File: src/rtl/rv32i_decode_stage_if.sv
// Stream bundle between fetch, the decode stage and execute.
// The stage takes the slave view; the fetch/execute side (or a bench) takes master.
interface rv32i_decode_stage_if #(
    parameter int XLEN = 32
);
    logic            in_valid;
    logic            in_ready;
    logic [31:0]     in_instr;
    logic [XLEN-1:0] in_pc;

    logic            out_valid;
    logic            out_ready;
    logic [XLEN-1:0] out_pc;
    logic [39:0]     out_flags;
    logic [4:0]      out_rd;
    logic [4:0]      out_rs1;
    logic [4:0]      out_rs2;
    logic            out_rd_we;
    logic [XLEN-1:0] out_imm;
    logic            out_illegal;

    modport slave (
        input  in_valid, in_instr, in_pc, out_ready,
        output in_ready, out_valid, out_pc, out_flags, out_rd, out_rs1, out_rs2,
               out_rd_we, out_imm, out_illegal
    );

    modport master (
        output in_valid, in_instr, in_pc, out_ready,
        input  in_ready, out_valid, out_pc, out_flags, out_rd, out_rs1, out_rs2,
               out_rd_we, out_imm, out_illegal
    );
endinterface

File: src/rtl/rv32i_decode_stage.sv
// RV32I decode stage: combinational decode of the incoming word, buffered in a
// DEPTH-entry FIFO towards execute, plus a saturating illegal-word counter.
module rv32i_decode_stage #(
    parameter int XLEN  = 32,
    parameter int DEPTH = 2,
    parameter int CNT_W = 16
) (
    input  logic                 clk,
    input  logic                 rst_n,
    input  logic                 flush,
    rv32i_decode_stage_if.slave  bus,
    output logic [CNT_W-1:0]     illegal_cnt
);
    localparam int            AW      = $clog2(DEPTH);
    localparam logic [AW:0]   DEPTH_C = (AW+1)'(DEPTH);

    typedef struct packed {
        logic [XLEN-1:0] pc;
        logic [39:0]     flags;
        logic [4:0]      rd;
        logic [4:0]      rs1;
        logic [4:0]      rs2;
        logic            rd_we;
        logic [XLEN-1:0] imm;
        logic            illegal;
    } entry_t;

    logic [31:0]        ins;
    logic [2:0]         f3;
    logic [6:0]         f7;
    logic               legal;
    logic [5:0]         op;
    logic               use_rd, use_rs1, use_rs2;
    logic signed [31:0] imm32;
    entry_t             dec;

    assign ins = bus.in_instr;
    assign f3  = ins[14:12];
    assign f7  = ins[31:25];

    always_comb begin
        legal   = 1'b0;
        op      = 6'd0;
        use_rd  = 1'b0;
        use_rs1 = 1'b0;
        use_rs2 = 1'b0;
        imm32   = '0;
        if (ins[1:0] == 2'b11) begin
            case (ins[6:2])
                5'b01101, 5'b00101: begin
                    legal  = 1'b1;
                    op     = ins[5] ? 6'd0 : 6'd1;
                    use_rd = 1'b1;
                    imm32  = {ins[31:12], 12'b0};
                end
                5'b11011: begin
                    legal  = 1'b1;
                    op     = 6'd2;
                    use_rd = 1'b1;
                    imm32  = {{12{ins[31]}}, ins[19:12], ins[20], ins[30:21], 1'b0};
                end
                5'b11001: begin
                    legal   = (f3 == 3'b000);
                    op      = 6'd3;
                    use_rd  = 1'b1;
                    use_rs1 = 1'b1;
                    imm32   = {{20{ins[31]}}, ins[31:20]};
                end
                5'b11000: begin
                    legal   = !(f3 inside {3'b010, 3'b011});
                    op      = f3[2] ? 6'd4 + {3'b0, f3} - 6'd2 : 6'd4 + {3'b0, f3};
                    use_rs1 = 1'b1;
                    use_rs2 = 1'b1;
                    imm32   = {{20{ins[31]}}, ins[7], ins[30:25], ins[11:8], 1'b0};
                end
                5'b00000: begin
                    legal   = f3 inside {3'b000, 3'b001, 3'b010, 3'b100, 3'b101};
                    // lb,lh,lw occupy 10..12; lbu,lhu follow at 13..14
                    op      = f3[2] ? 6'd9 + {3'b0, f3} : 6'd10 + {3'b0, f3};
                    use_rd  = 1'b1;
                    use_rs1 = 1'b1;
                    imm32   = {{20{ins[31]}}, ins[31:20]};
                end
                5'b01000: begin
                    legal   = (f3 < 3'd3);
                    op      = 6'd15 + {3'b0, f3};
                    use_rs1 = 1'b1;
                    use_rs2 = 1'b1;
                    imm32   = {{20{ins[31]}}, ins[31:25], ins[11:7]};
                end
                5'b00100: begin
                    use_rd  = 1'b1;
                    use_rs1 = 1'b1;
                    imm32   = {{20{ins[31]}}, ins[31:20]};
                    legal   = 1'b1;
                    case (f3)
                        3'b000: op = 6'd18;
                        3'b010: op = 6'd19;
                        3'b011: op = 6'd20;
                        3'b100: op = 6'd21;
                        3'b110: op = 6'd22;
                        3'b111: op = 6'd23;
                        3'b001: begin
                            legal = (f7 == 7'b0000000);
                            op    = 6'd24;
                            imm32 = {27'b0, ins[24:20]};
                        end
                        default: begin
                            legal = (f7 == 7'b0000000) || (f7 == 7'b0100000);
                            op    = f7[5] ? 6'd26 : 6'd25;
                            imm32 = {27'b0, ins[24:20]};
                        end
                    endcase
                end
                5'b01100: begin
                    use_rd  = 1'b1;
                    use_rs1 = 1'b1;
                    use_rs2 = 1'b1;
                    if (f7 == 7'b0000000) begin
                        legal = 1'b1;
                        case (f3)
                            3'b000:  op = 6'd27;
                            3'b001:  op = 6'd29;
                            3'b010:  op = 6'd30;
                            3'b011:  op = 6'd31;
                            3'b100:  op = 6'd32;
                            3'b101:  op = 6'd33;
                            3'b110:  op = 6'd35;
                            default: op = 6'd36;
                        endcase
                    end else if (f7 == 7'b0100000) begin
                        legal = (f3 == 3'b000) || (f3 == 3'b101);
                        op    = f3[2] ? 6'd34 : 6'd28;
                    end
                end
                5'b00011: begin
                    legal = (f3 == 3'b000);
                    op    = 6'd37;
                end
                5'b11100: begin
                    legal = (ins == 32'h0000_0073) || (ins == 32'h0010_0073);
                    op    = ins[20] ? 6'd39 : 6'd38;
                end
                default: ;
            endcase
        end
    end

    // Illegal words carry no decoded fields at all, only the flag and pc.
    always_comb begin
        dec         = '0;
        dec.pc      = bus.in_pc;
        dec.illegal = !legal;
        dec.flags   = legal ? (40'd1 << op) : 40'd0;
        dec.rd      = (legal && use_rd)  ? ins[11:7]  : 5'd0;
        dec.rs1     = (legal && use_rs1) ? ins[19:15] : 5'd0;
        dec.rs2     = (legal && use_rs2) ? ins[24:20] : 5'd0;
        dec.rd_we   = legal && use_rd;
        dec.imm     = legal ? XLEN'(imm32) : '0;
    end

    entry_t            mem_q [DEPTH];
    logic [AW-1:0]     wr_ptr_q, wr_ptr_d, rd_ptr_q, rd_ptr_d;
    logic [AW:0]       count_q, count_d;
    logic [CNT_W-1:0]  cnt_q, cnt_d;
    logic              push, pop;
    entry_t            head;

    assign bus.in_ready  = !flush && (count_q < DEPTH_C);
    assign bus.out_valid = (count_q != '0);
    assign push          = bus.in_valid && bus.in_ready;
    assign pop           = bus.out_valid && bus.out_ready && !flush;

    always_comb begin
        wr_ptr_d = wr_ptr_q;
        rd_ptr_d = rd_ptr_q;
        count_d  = count_q;
        cnt_d    = cnt_q;
        if (flush) begin
            wr_ptr_d = '0;
            rd_ptr_d = '0;
            count_d  = '0;
        end else begin
            if (push) wr_ptr_d = wr_ptr_q + AW'(1);
            if (pop)  rd_ptr_d = rd_ptr_q + AW'(1);
            if (push && !pop)      count_d = count_q + (AW+1)'(1);
            else if (!push && pop) count_d = count_q - (AW+1)'(1);
        end
        if (push && !legal && (cnt_q != '1)) cnt_d = cnt_q + CNT_W'(1);
    end

    always_ff @(posedge clk or negedge rst_n) begin
        if (!rst_n) begin
            wr_ptr_q <= '0;
            rd_ptr_q <= '0;
            count_q  <= '0;
            cnt_q    <= '0;
        end else begin
            wr_ptr_q <= wr_ptr_d;
            rd_ptr_q <= rd_ptr_d;
            count_q  <= count_d;
            cnt_q    <= cnt_d;
        end
    end

    always_ff @(posedge clk) begin
        if (push) mem_q[wr_ptr_q] <= dec;
    end

    // Gating on out_valid makes every output read zero while reset is held.
    assign head            = bus.out_valid ? mem_q[rd_ptr_q] : '0;
    assign bus.out_pc      = head.pc;
    assign bus.out_flags   = head.flags;
    assign bus.out_rd      = head.rd;
    assign bus.out_rs1     = head.rs1;
    assign bus.out_rs2     = head.rs2;
    assign bus.out_rd_we   = head.rd_we;
    assign bus.out_imm     = head.imm;
    assign bus.out_illegal = head.illegal;
    assign illegal_cnt     = cnt_q;
endmodule

File: src/flat_wrapper.sv
// flat-port wrapper written by rule: the top's interface ports become plain ports
module rv32i_decode_stage_flat 
#(
    parameter int XLEN  = 32,
    parameter int DEPTH = 2,
    parameter int CNT_W = 16
)
  (clk, rst_n, flush, illegal_cnt, bus_in_valid, bus_in_instr, bus_in_pc, bus_out_ready, bus_in_ready, bus_out_valid, bus_out_pc, bus_out_flags, bus_out_rd, bus_out_rs1, bus_out_rs2, bus_out_rd_we, bus_out_imm, bus_out_illegal);
  rv32i_decode_stage_if #(.XLEN(XLEN)) bus_i ();
  input  logic clk;
  input  logic rst_n;
  input  logic flush;
  output logic [CNT_W-1:0] illegal_cnt;
  input wire logic [$bits(bus_i.in_valid)-1:0] bus_in_valid;
  input wire logic [$bits(bus_i.in_instr)-1:0] bus_in_instr;
  input wire logic [$bits(bus_i.in_pc)-1:0] bus_in_pc;
  input wire logic [$bits(bus_i.out_ready)-1:0] bus_out_ready;
  output wire logic [$bits(bus_i.in_ready)-1:0] bus_in_ready;
  output wire logic [$bits(bus_i.out_valid)-1:0] bus_out_valid;
  output wire logic [$bits(bus_i.out_pc)-1:0] bus_out_pc;
  output wire logic [$bits(bus_i.out_flags)-1:0] bus_out_flags;
  output wire logic [$bits(bus_i.out_rd)-1:0] bus_out_rd;
  output wire logic [$bits(bus_i.out_rs1)-1:0] bus_out_rs1;
  output wire logic [$bits(bus_i.out_rs2)-1:0] bus_out_rs2;
  output wire logic [$bits(bus_i.out_rd_we)-1:0] bus_out_rd_we;
  output wire logic [$bits(bus_i.out_imm)-1:0] bus_out_imm;
  output wire logic [$bits(bus_i.out_illegal)-1:0] bus_out_illegal;
  assign bus_i.in_valid = bus_in_valid;
  assign bus_i.in_instr = bus_in_instr;
  assign bus_i.in_pc = bus_in_pc;
  assign bus_i.out_ready = bus_out_ready;
  assign bus_in_ready = bus_i.in_ready;
  assign bus_out_valid = bus_i.out_valid;
  assign bus_out_pc = bus_i.out_pc;
  assign bus_out_flags = bus_i.out_flags;
  assign bus_out_rd = bus_i.out_rd;
  assign bus_out_rs1 = bus_i.out_rs1;
  assign bus_out_rs2 = bus_i.out_rs2;
  assign bus_out_rd_we = bus_i.out_rd_we;
  assign bus_out_imm = bus_i.out_imm;
  assign bus_out_illegal = bus_i.out_illegal;
  rv32i_decode_stage #(.XLEN(XLEN), .DEPTH(DEPTH), .CNT_W(CNT_W)) u_core (.clk(clk), .rst_n(rst_n), .flush(flush), .bus(bus_i), .illegal_cnt(illegal_cnt));
endmodule
File: config.mk
export PLATFORM = sky130hd
export DESIGN_NAME = rv32i_decode_stage_flat
export DESIGN_NICKNAME = d
export VERILOG_FILES = /design/src/rtl/rv32i_decode_stage_if.sv /design/src/rtl/rv32i_decode_stage.sv /design/src/flat_wrapper.sv
export SDC_FILE = /design/constraint.sdc
export NUM_CORES = 1
export LEC_CHECK = 0
export ABC_CLOCK_PERIOD_IN_PS = 12000
export CORE_MARGIN = 10
export CORE_UTILIZATION = 60
export DETAILED_ROUTE_END_ITERATION = 6
export DONT_BUFFER_PORTS = 1
export GPL_TIMING_DRIVEN = 1
export PLACE_DENSITY = 0.74
export RECOVER_POWER = 100
export SYNTH_ARGS = -nofsm -noshare
export SYNTH_HDL_FRONTEND = slang
export SYNTH_SLANG_ARGS = --single-unit
export TNS_END_PERCENT = 5
File: constraint.sdc
create_clock -name clk -period 12 [get_ports clk]
set_clock_uncertainty 0.15 [all_clocks]
set_input_delay 2.4 -clock clk [delete_from_list [all_inputs] [get_ports clk]]
set_output_delay 2.4 -clock clk [all_outputs]
set_load 0.03 [all_outputs]
==> reports/results.ini, run 1 <==
[outcome]
status = finished with violations
violations = capacitance limit, slew limit

[critical_path]
max_stage_delay_ns = 3.61
endpoint_kind = flip-flop
worst-endpoint-arrival_ns = 7.94
path_cells = nor2_1 > and3_1 > clkbuf_1
worstSetupPathType = input port to flip-flop
critPathLaunchType = input port
worstPathRequired_ns = 11.85
slowest_stage = clkbuf_1
path_max_fanout = 87

[global_routing]
grt_pass1_wl_mm = 44.1
grtUsageTotal_pct = 21.3
grt_pass1_vias = 7351
antenna_found_initial = 0
grt_max_degree = 88
grt-ovfl-total = 0

[power]
switching_share_pct = 26.6
power.density_nw_per_um2 = 170
power.share.clock_pct = 38.7
combPwrFrac_pct = 11.5
intPower_mw = 1.62
vdd_drop_max_mv = 0.138
p_leak_nw = 4.43
sequentialPowerShare_pct = 49.8
p_sw_mw = 0.588

[synth]
synthDistinctLibCells = 70
yosysTopAreaCellShare_pct = 60.6
synth_edf_count = 242
synth_commonest_cells = edfxtp_1, nor2_1, mux2i_1, nand2_1, a21oi_1
syn_area_per_cell_sq_um = 12.8
postSynthCellCount = 936
yosysTopAreaCell = edfxtp_1
synth-main-ff-cell = edfxtp_1
yosys_warnings = 0
synth_most_common_cell = edfxtp_1
synth_area_leaders = edfxtp_1, mux2i_1, nor2_1
ys_ff_latch = 262
synth_nets = 1018
syn_area_sq_um = 12000
synth-seq-area-share_pct = 64.8
async_reset_ff_share_pct = 7.63

[route]
vias = 7432
drt_wl_total_mm = 29.0
drtPass1Iterations = 5
drc_errors = 0
ant_nets = 0
wire_per_inst_um = 24.0
viasPerCell = 6.17
first_iter_violations = 743

[sta]
drv_slew = 215
finalCriticalPeriod_ns = 8.09
slew_headroom_pct = -236
tightest_slew_ns = 5.03
final.setup.worst_slack_ns = 3.91
finalCritPeriodShare_pct = 67.4
finalHoldViolCount = 0
rsz0062_at_grt = false
setup_tns_ns = 0
fmax_mhz = 124
finalSetupViolCount = 0

[layout]
fin_nets = 1004
layout-drive-gt1-share_pct = 7.13
area_delta_synth_final_pct = 8.48
diodes = 0

[clocking]
ctsHtreeMaxLevel = 1
cts_resized = 0
clk_path_buf_depth = 3
clkSinkCount = 262
numCtsBuffers = 27
clk_latency_ns = 0.52
hold_buffers = 0
cts_setup_buffers = 0
clkTransAtPathRegs_ns = 0.06
root_buffer = clkbuf_16
cts_tree = yes

[floorplan]
placementRows = 51
die_area_sq_um = 26000
io_pins = 208
start_util_pct = 61.2
die_x_um = 161
chipHeight_um = 161
core_area_sq_um = 19600

[place]
gp_congestion = 0.925
hpwlAfterDp_mm = 20.2
portBuffers = 0
preCtsSetupSlack_ns = 6.29

[run]
cap_violations = 4

[worst_hold_path]
hold_path_class = flip-flop to flip-flop

==> worst max-delay path, delay by kind of cell <==
family                 cells  cell delay [ns]
AND/OR/NAND/NOR            2             1.83
buffers and inverters      1             3.61
==> cells by family after synthesis <==
group / synth area share (%)
XOR/XNOR: 1.24
multiplexers: 10.5
AND/OR/NAND/NOR: 14.7
AO/OA/AOI/OAI: 5.19
flip-flops: 64.8
adder cells (fa/ha/maj): 1.36
buffers and inverters: 2.20
==> layout make-up <==
| type | instances | area [sq um] |
|---|---|---|
| Multi-Input combinational cell | 613 | 3920 |
| Timing Repair Buffer | 5 | 33.8 |
| Tap cell | 265 | 332 |
| Clock inverter | 15 | 213 |
| Fill cell | 1451 | 6580 |
| Inverter | 13 | 48.8 |
| Clock buffer | 32 | 694 |
| Sequential cell | 262 | 7770 |
==> metal layers <==
metal	vias up	track usage (%)	wire, um
li1	3415	-	-
met4	0	6.16	750
met1	3596	27.4	11300
met5	-	0	0
met2	374	34.4	14000
met3	47	6.56	2930
==> stage by stage <==
step	hold slack (ns)	power (mW)	instance area [sq um]	util, %	cells
6_report	0.437	2.21	13000	66.4	1205
5_1_grt	0.457	2.29	13000	66.4	1205
4_1_cts	0.494	2.23	13100	66.7	1205
3_5_place_dp	0.476	1.38	12200	62.1	1158
3_3_place_gp	0.437	1.37	12200	62.1	1158
2_1_floorplan	0.374	1.33	12000	-	936
==> power groups by stage <==
stage                     logic [mW]  clock network [mW]  registers, mW
final                          0.255               0.856           1.10
after global routing           0.276               0.908           1.11
after CTS                      0.260               0.868           1.10
after detailed placement       0.259                   0           1.12
after global placement         0.253                   0           1.12
after floorplan                0.223                   0           1.11
==> sequential cells by signal, summed over array words and instances (netlist names) <==
name                cells
u_core.rd_ptr_q         1
u_core.wr_ptr_q         1
u_core.mem_q          242
u_core.count_q          2
u_core.illegal_cnt     16
==> cell usage in the layout, fill, tap and decap left out, drive strengths merged, types with 4 or more instances in the layout <==
| cell type | Yosys | layout |
|---|---|---|
| or3 | 9 | 9 |
| bufinv | 0 | 5 |
| nand3 | 14 | 14 |
| nor2 | 180 | 180 |
| o21ai | 18 | 18 |
| buf | 28 | 4 |
| ha | 13 | 13 |
| a21oi | 37 | 37 |
| clkinv | 1 | 6 |
| nor2b | 4 | 4 |
| and2 | 15 | 15 |
| dfrtp | 20 | 20 |
| or2 | 4 | 4 |
| inv | 12 | 14 |
| xor2 | 14 | 14 |
| nand2b | 7 | 7 |
| edfxtp | 242 | 242 |
| a22oi | 6 | 6 |
| a211oi | 4 | 4 |
| mux2i | 123 | 123 |
| nand2 | 46 | 46 |
| nor4 | 13 | 13 |
| clkbuf | 20 | 33 |
| nand4 | 9 | 9 |
| o22ai | 4 | 4 |
| nor3 | 29 | 29 |
| and3 | 16 | 16 |
==> worst paths after layout <==
path / startpoint / to / slack (ns) / depth (start not counted)
hold / removal: u_core.wr_ptr_q$_DFFE_PN0P_ / u_core.wr_ptr_q$_DFFE_PN0P_ / 0.44 / 2
setup / recovery: flush / u_core.mem_q[1][15]$_DFFE_PP_ / 3.91 / 3
min in group asynchronous: rst_n / u_core.illegal_cnt[1]$_DFFE_PN0P_ / 1.42 / 0
setup reg to reg: u_core.count_q[1]$_DFFE_PN0P_ / u_core.mem_q[1][15]$_DFFE_PP_ / 5.32 / 3
hold reg to reg: u_core.wr_ptr_q$_DFFE_PN0P_ / u_core.wr_ptr_q$_DFFE_PN0P_ / 0.44 / 2
max in group asynchronous: rst_n / u_core.rd_ptr_q$_DFFE_PN0P_ / 10.20 / 0
Note: power is estimated with default switching activity, not from simulation.
==> run 2, diff against run 1 <==
--- a/config.mk
+++ b/config.mk
@@ -5,7 +5,7 @@
 export SDC_FILE = /design/constraint.sdc
 export NUM_CORES = 1
 export LEC_CHECK = 0
-export ABC_CLOCK_PERIOD_IN_PS = 12000
+export ABC_CLOCK_PERIOD_IN_PS = 8450
 export CORE_MARGIN = 10
 export CORE_UTILIZATION = 60
 export DETAILED_ROUTE_END_ITERATION = 6
==> constraint.sdc (replaced) <==
create_clock -name clk -period 8.45 [get_ports clk]
set_clock_uncertainty 0.15 [all_clocks]
set_input_delay 1.69 -clock clk [delete_from_list [all_inputs] [get_ports clk]]
set_output_delay 1.69 -clock clk [all_outputs]
set_load 0.03 [all_outputs]
==> run 2 against run 1 <==
The flow still finishes with violations (capacitance limit, slew limit); flip-flop and latch count unchanged; critical endpoint is now u_core.mem_q[0][70]$_DFFE_PP_; die area unchanged; highest routed layer unchanged; setup slack got worse by 1.4 ns.
==> reports/results.ini, run 2 (synthesis results as in run 1) <==
[outcome]
status = finished with violations
violations = capacitance limit, slew limit

[clocking]
cts_tree = yes
cts_resized = 0
clk_path_buf_depth = 3
ctsHtreeMaxLevel = 1
hold_buffers = 0
clkTransAtPathRegs_ns = 0.06
root_buffer = clkbuf_16
cts_setup_buffers = 0
numCtsBuffers = 28
clkSinkCount = 262
clk_latency_ns = 0.52

[critical_path]
slowest_stage = clkbuf_1
worstSetupPathType = input port to flip-flop
reg2regPathDepth = 4
critPathLaunch = flush
path_cells = nor2_1 > nand2_1 > nor2_1 > clkbuf_1
endpoint_kind = flip-flop
critPathBufInv = 1
path_max_fanout = 71
path_depth = 4
max_stage_delay_ns = 2.83
reg2reg_from = u_core.count_q[1]$_DFFE_PN0P_
worstPathRequired_ns = 8.33
timing.critical_path.mode_cell = nor2_1
worst-endpoint-arrival_ns = 5.85
critPathLaunchType = input port
path_delay_family = buffers and inverters

[layout]
layout-drive-gt1-share_pct = 7.62
fillers = 1447
fin_nets = 1006
largest_register_ff_count = 242
diodes = 0
most-common-layout-cells = edfxtp_1, nor2_1, mux2i_1
area_delta_synth_final_pct = 8.65
final_common_cell = edfxtp_1
top_register = u_core.mem_q
layout.cells.non_filler = 1210

[sta]
finalCritPeriodShare_pct = 70.6
hold_ws_ns = 0.441
fmax_mhz = 168
rsz0062_at_grt = false
finalHoldViolCount = 0
setup_tns_ns = 0
finalSetupViolCount = 0
slew_headroom_pct = -165
final.setup.worst_slack_ns = 2.48
tightest_slew_ns = 3.98
finalCriticalPeriod_ns = 5.97
drv_slew = 284

[global_routing]
grt-ovfl-total = 0
antenna_found_initial = 0
grt_pass1_wl_mm = 44.0
grtUsageTotal_pct = 21.2
grt_max_degree = 123
grt_pass1_vias = 7400

[power]
p_leak_nw = 4.45
total_power_mw = 3.14
vdd_drop_max_mv = 0.215
power.density_nw_per_um2 = 241

[floorplan]
die_x_um = 161
core_area_sq_um = 19600
io_pins = 208
die_area_sq_um = 26000
placementRows = 51
start_util_pct = 61.2
chipHeight_um = 161

[place]
gp_congestion = 0.909
preCtsSetupSlack_ns = 3.57
hpwlAfterDp_mm = 20.1
portBuffers = 0
dpl.cell_count = 1159

[route]
drc_errors = 0
wire_per_inst_um = 23.9
first_iter_violations = 771
viasPerCell = 6.14
drt_wl_total_mm = 28.9
drtPass1Iterations = 5
ant_nets = 0
vias = 7434

[run]
cap_violations = 5

[worst_hold_path]
hold_path_class = flip-flop to flip-flop
hp-start = u_core.wr_ptr_q$_DFFE_PN0P_
min_delay_path_depth = 2

## run 2: report_power, final
part / total, mW / leakage [nW] / internal (mW) / switching, mW
Sequential: 1.57 / 2.63 / 1.48 / 0.0898
Clock: 1.21 / 0.452 / 0.723 / 0.491
Combinational: 0.362 / 1.37 / 0.0940 / 0.268
Total: 3.14 / 4.45 / 2.29 / 0.849
## run 2: path summary, 6_finish.rpt
path	endpoint	slack, ns
worst max-delay path	u_core.mem_q[0][70]$_DFFE_PP_	2.48
worst min-delay path	u_core.wr_ptr_q$_DFFE_PN0P_	0.44
worst max register to register	u_core.mem_q[0][70]$_DFFE_PP_	3.14
worst min register to register	u_core.wr_ptr_q$_DFFE_PN0P_	0.44
max in group asynchronous	u_core.illegal_cnt[11]$_DFFE_PN0P_	7.37
min in group asynchronous	u_core.illegal_cnt[2]$_DFFE_PN0P_	0.70
## run 2: stage by stage
stage / utilization [%] / area (sq um)
final: 66.5 / 13000
after global routing: 66.5 / 13000
after detailed placement: 62.2 / 12200
after global placement: 62.2 / 12200
after CTS: 66.9 / 13100
after floorplan: - / 12000
## run 2: final cells by class
type	count	area, sq um	area share (%)
Sequential cell	262	7770	59.6
Multi-Input combinational cell	613	3920	30.1
Clock buffer	34	744	5.71
Tap cell	265	332	2.54
Clock inverter	17	181	1.39
Inverter	13	48.8	0.375
Timing Repair Buffer	6	35.0	0.269
## run 2: worst min-delay path, cell delays in order, from the launching register on
cell and delay, ns:
dfrtp_1 0.39, xnor2_1 0.13, nor2_1 0.04
## run 2: per-layer routing
layer	vias to the layer above	wire length [um]	global-route usage, %	share of wire [%]
li1	3428	-	-	-
met1	3655	11800	27.1	41
met2	316	14000	35.3	49
met3	35	2680	6.20	9.3
met4	0	430	4.59	1.5
met5	-	0	0	0
==> run 3, diff against run 2 <==
--- a/config.mk
+++ b/config.mk
@@ -5,13 +5,13 @@
 export SDC_FILE = /design/constraint.sdc
 export NUM_CORES = 1
 export LEC_CHECK = 0
-export ABC_CLOCK_PERIOD_IN_PS = 8450
+export ABC_CLOCK_PERIOD_IN_PS = 5300
 export CORE_MARGIN = 10
-export CORE_UTILIZATION = 60
+export CORE_UTILIZATION = 57
 export DETAILED_ROUTE_END_ITERATION = 6
 export DONT_BUFFER_PORTS = 1
 export GPL_TIMING_DRIVEN = 1
-export PLACE_DENSITY = 0.74
+export PLACE_DENSITY = 0.73
 export RECOVER_POWER = 100
 export SYNTH_ARGS = -nofsm -noshare
 export SYNTH_HDL_FRONTEND = slang
==> constraint.sdc (replaced) <==
create_clock -name clk -period 5.3 [get_ports clk]
set_clock_uncertainty 0.15 [all_clocks]
set_input_delay 1.06 -clock clk [delete_from_list [all_inputs] [get_ports clk]]
set_output_delay 1.06 -clock clk [all_outputs]
set_load 0.03 [all_outputs]
==> run 3 against run 2 <==
The flow still finishes with violations (capacitance limit, slew limit); non-clock buffer count is 3 higher; core utilization is 3.8 points lower; wire length is 3.7% lower; sequential power is 59% higher; first-iteration DRC count is 6.9% higher; via count is 0.48% lower; final cell count is 0.91% higher; combinational power is 60% higher; register-to-register slack worse by 1.9 ns.
==> reports/results.ini, run 3 (synthesis results as in run 1) <==
[clocking]
numCtsBuffers = 27
cts_tree = yes
root_buffer = clkbuf_16
clk_latency_ns = 0.52
clkSinkCount = 262
clkTransAtPathRegs_ns = 0.06
ctsHtreeMaxLevel = 1
cts_setup_buffers = 0
cts_resized = 0
hold_buffers = 0
clk_path_buf_depth = 3

[route]
ant_nets = 0
viasPerCell = 6.06
drc_errors = 0
drtPass1Iterations = 5
wire_per_inst_um = 22.8
vias = 7398
first_iter_violations = 824
drt_wl_total_mm = 27.8

[critical_path]
critPathLaunch = bus_in_instr[26]
worstReg2RegEnd = u_core.mem_q[1][89]$_DFFE_PP_
reg2reg_from = u_core.count_q[1]$_DFFE_PN0P_
reg2regPathDepth = 3
path_cells = nor4_1 > nand4_1 > or3_1 > nand4_1 > and2_0 > nand2_1 > a21oi_1
crit_end = u_core.mem_q[1][23]$_DFFE_PP_
path_max_fanout = 26
path_depth = 7
critPathBufInv = 0
worstSetupPathType = input port to flip-flop
worst-r2r-setup-slack_ns = 1.27
timing.critical_path.mode_cell = nand4_1
max_stage_delay_ns = 0.83
endpoint_kind = flip-flop
path_delay_family = simple AND/OR/NAND/NOR gates
worstPathRequired_ns = 5.47
worst-endpoint-arrival_ns = 4.52
slowest_stage = nand2_1
critPathLaunchType = input port

[sta]
finalCriticalPeriod_ns = 4.36
drv_slew = 171
finalSetupViolCount = 0
setup_tns_ns = 0
tightest_slew_ns = 2.53
rsz0062_at_grt = false
finalHoldViolCount = 0
fmax_mhz = 230
slew_headroom_pct = -68.9
finalCritPeriodShare_pct = 82.2

[place]
gp_congestion = 0.973
portBuffers = 0
hpwlAfterDp_mm = 19.3

[power]
intPower_mw = 3.73
power.share.clock_pct = 39.1
p_sw_mw = 1.31
total_power_mw = 5.04
power.density_nw_per_um2 = 384
vdd_drop_max_mv = 0.285
combPwrFrac_pct = 11.5
sequentialPowerShare_pct = 49.4
switching_share_pct = 26.0
p_leak_nw = 4.48

[layout]
most-common-layout-cells = edfxtp_1, nor2_1, mux2i_1
diodes = 0
fillers = 1582
fin_nets = 1008
layout-drive-gt1-share_pct = 7.40
final_common_cell = edfxtp_1
area_delta_synth_final_pct = 9.31
largest_register_ff_count = 242
top_register = u_core.mem_q

[worst_hold_path]
hold_path_class = input port to asynchronous set/reset pin

[floorplan]
io_pins = 208
placementRows = 53
start_util_pct = 57.4
chipHeight_um = 165
die_area_sq_um = 27200
die_x_um = 165
core_area_sq_um = 20900

[global_routing]
grt_pass1_vias = 7160
grt-ovfl-total = 0
grtUsageTotal_pct = 19.6
antenna_found_initial = 0
grt_pass1_wl_mm = 41.8
grt_max_degree = 91

[outcome]
status = finished with violations
violations = capacitance limit, slew limit

[run]
cap_violations = 4

==> run 3: cell types whose count changed in the layout (fill, tap and decap cells not counted), moves of 2 or more <==
cell        before  now
clkinv_1         1    4
clkbuf_16       29   27
bufinv_16        3    6
buf_12           0    3
clkinvlp_4       3    0
==> run 3: layout make-up <==
class / instances / area [sq um] / area share, %
inverters: 13 / 48.8 / 0.372
clock buffers: 32 / 694 / 5.30
well taps: 275 / 344 / 2.63
multi-input cells: 613 / 3920 / 29.9
clock inverters: 17 / 235 / 1.79
repair buffers: 9 / 93.8 / 0.716
flip-flops and latches: 262 / 7770 / 59.3
==> run 3: layer usage <==
metal,vias to the layer above,GRT usage (%),routed length (um)
li1,3430,-,-
met1,3594,25.6,11000
met2,325,31.7,13300
met3,49,5.91,3070
met4,0,4.59,465
met5,-,0,0
==> run 3: through the flow <==
step                instances  util, %  setup WS (ns)  hold WS (ns)  instance area (sq um)
detailed placement       1172     58.6           1.06         0.446                  12200
global placement         1172     58.6           1.22         0.443                  12200
finish                   1221     62.7          0.945        0.0821                  13100
global route             1221     62.7          0.695        0.0621                  13100
CTS                      1221     63.1           1.54        0.0581                  13200
floorplan                 936        -          0.175         0.385                  12000
==> run 3: worst min-delay path by stage <==
stage                     cells after the start                           endpoint                     startpoint
final                                         0  u_core.illegal_cnt[0]$_DFFE_PN0P_                          rst_n
after global placement                        2      u_core.count_q[1]$_DFFE_PN0P_  u_core.count_q[0]$_DFFE_PN0P_
after CTS                                     0  u_core.illegal_cnt[0]$_DFFE_PN0P_                          rst_n
after detailed placement                      2      u_core.count_q[1]$_DFFE_PN0P_  u_core.count_q[0]$_DFFE_PN0P_
after global routing                          0  u_core.illegal_cnt[2]$_DFFE_PN0P_                          rst_n
after floorplan                               2      u_core.count_q[1]$_DFFE_PN0P_  u_core.count_q[0]$_DFFE_PN0P_
==> run 3: worst register-to-register path, cell delays in order, from the launching register on <==
cell	delay (ns)
dfrtp_1	0.45
nor2_1	0.60
and3_1	1.87
buf_4	0.60
==> run 3: power by group through the flow <==
stage                     sequential [mW]  clock (mW)  combinational, mW
after floorplan                      2.51           0              0.506
after global placement               2.53           0              0.586
after detailed placement             2.53           0              0.592
after CTS                            2.49        2.01              0.594
after global routing                 2.50        2.08              0.629
final                                2.49        1.97              0.580
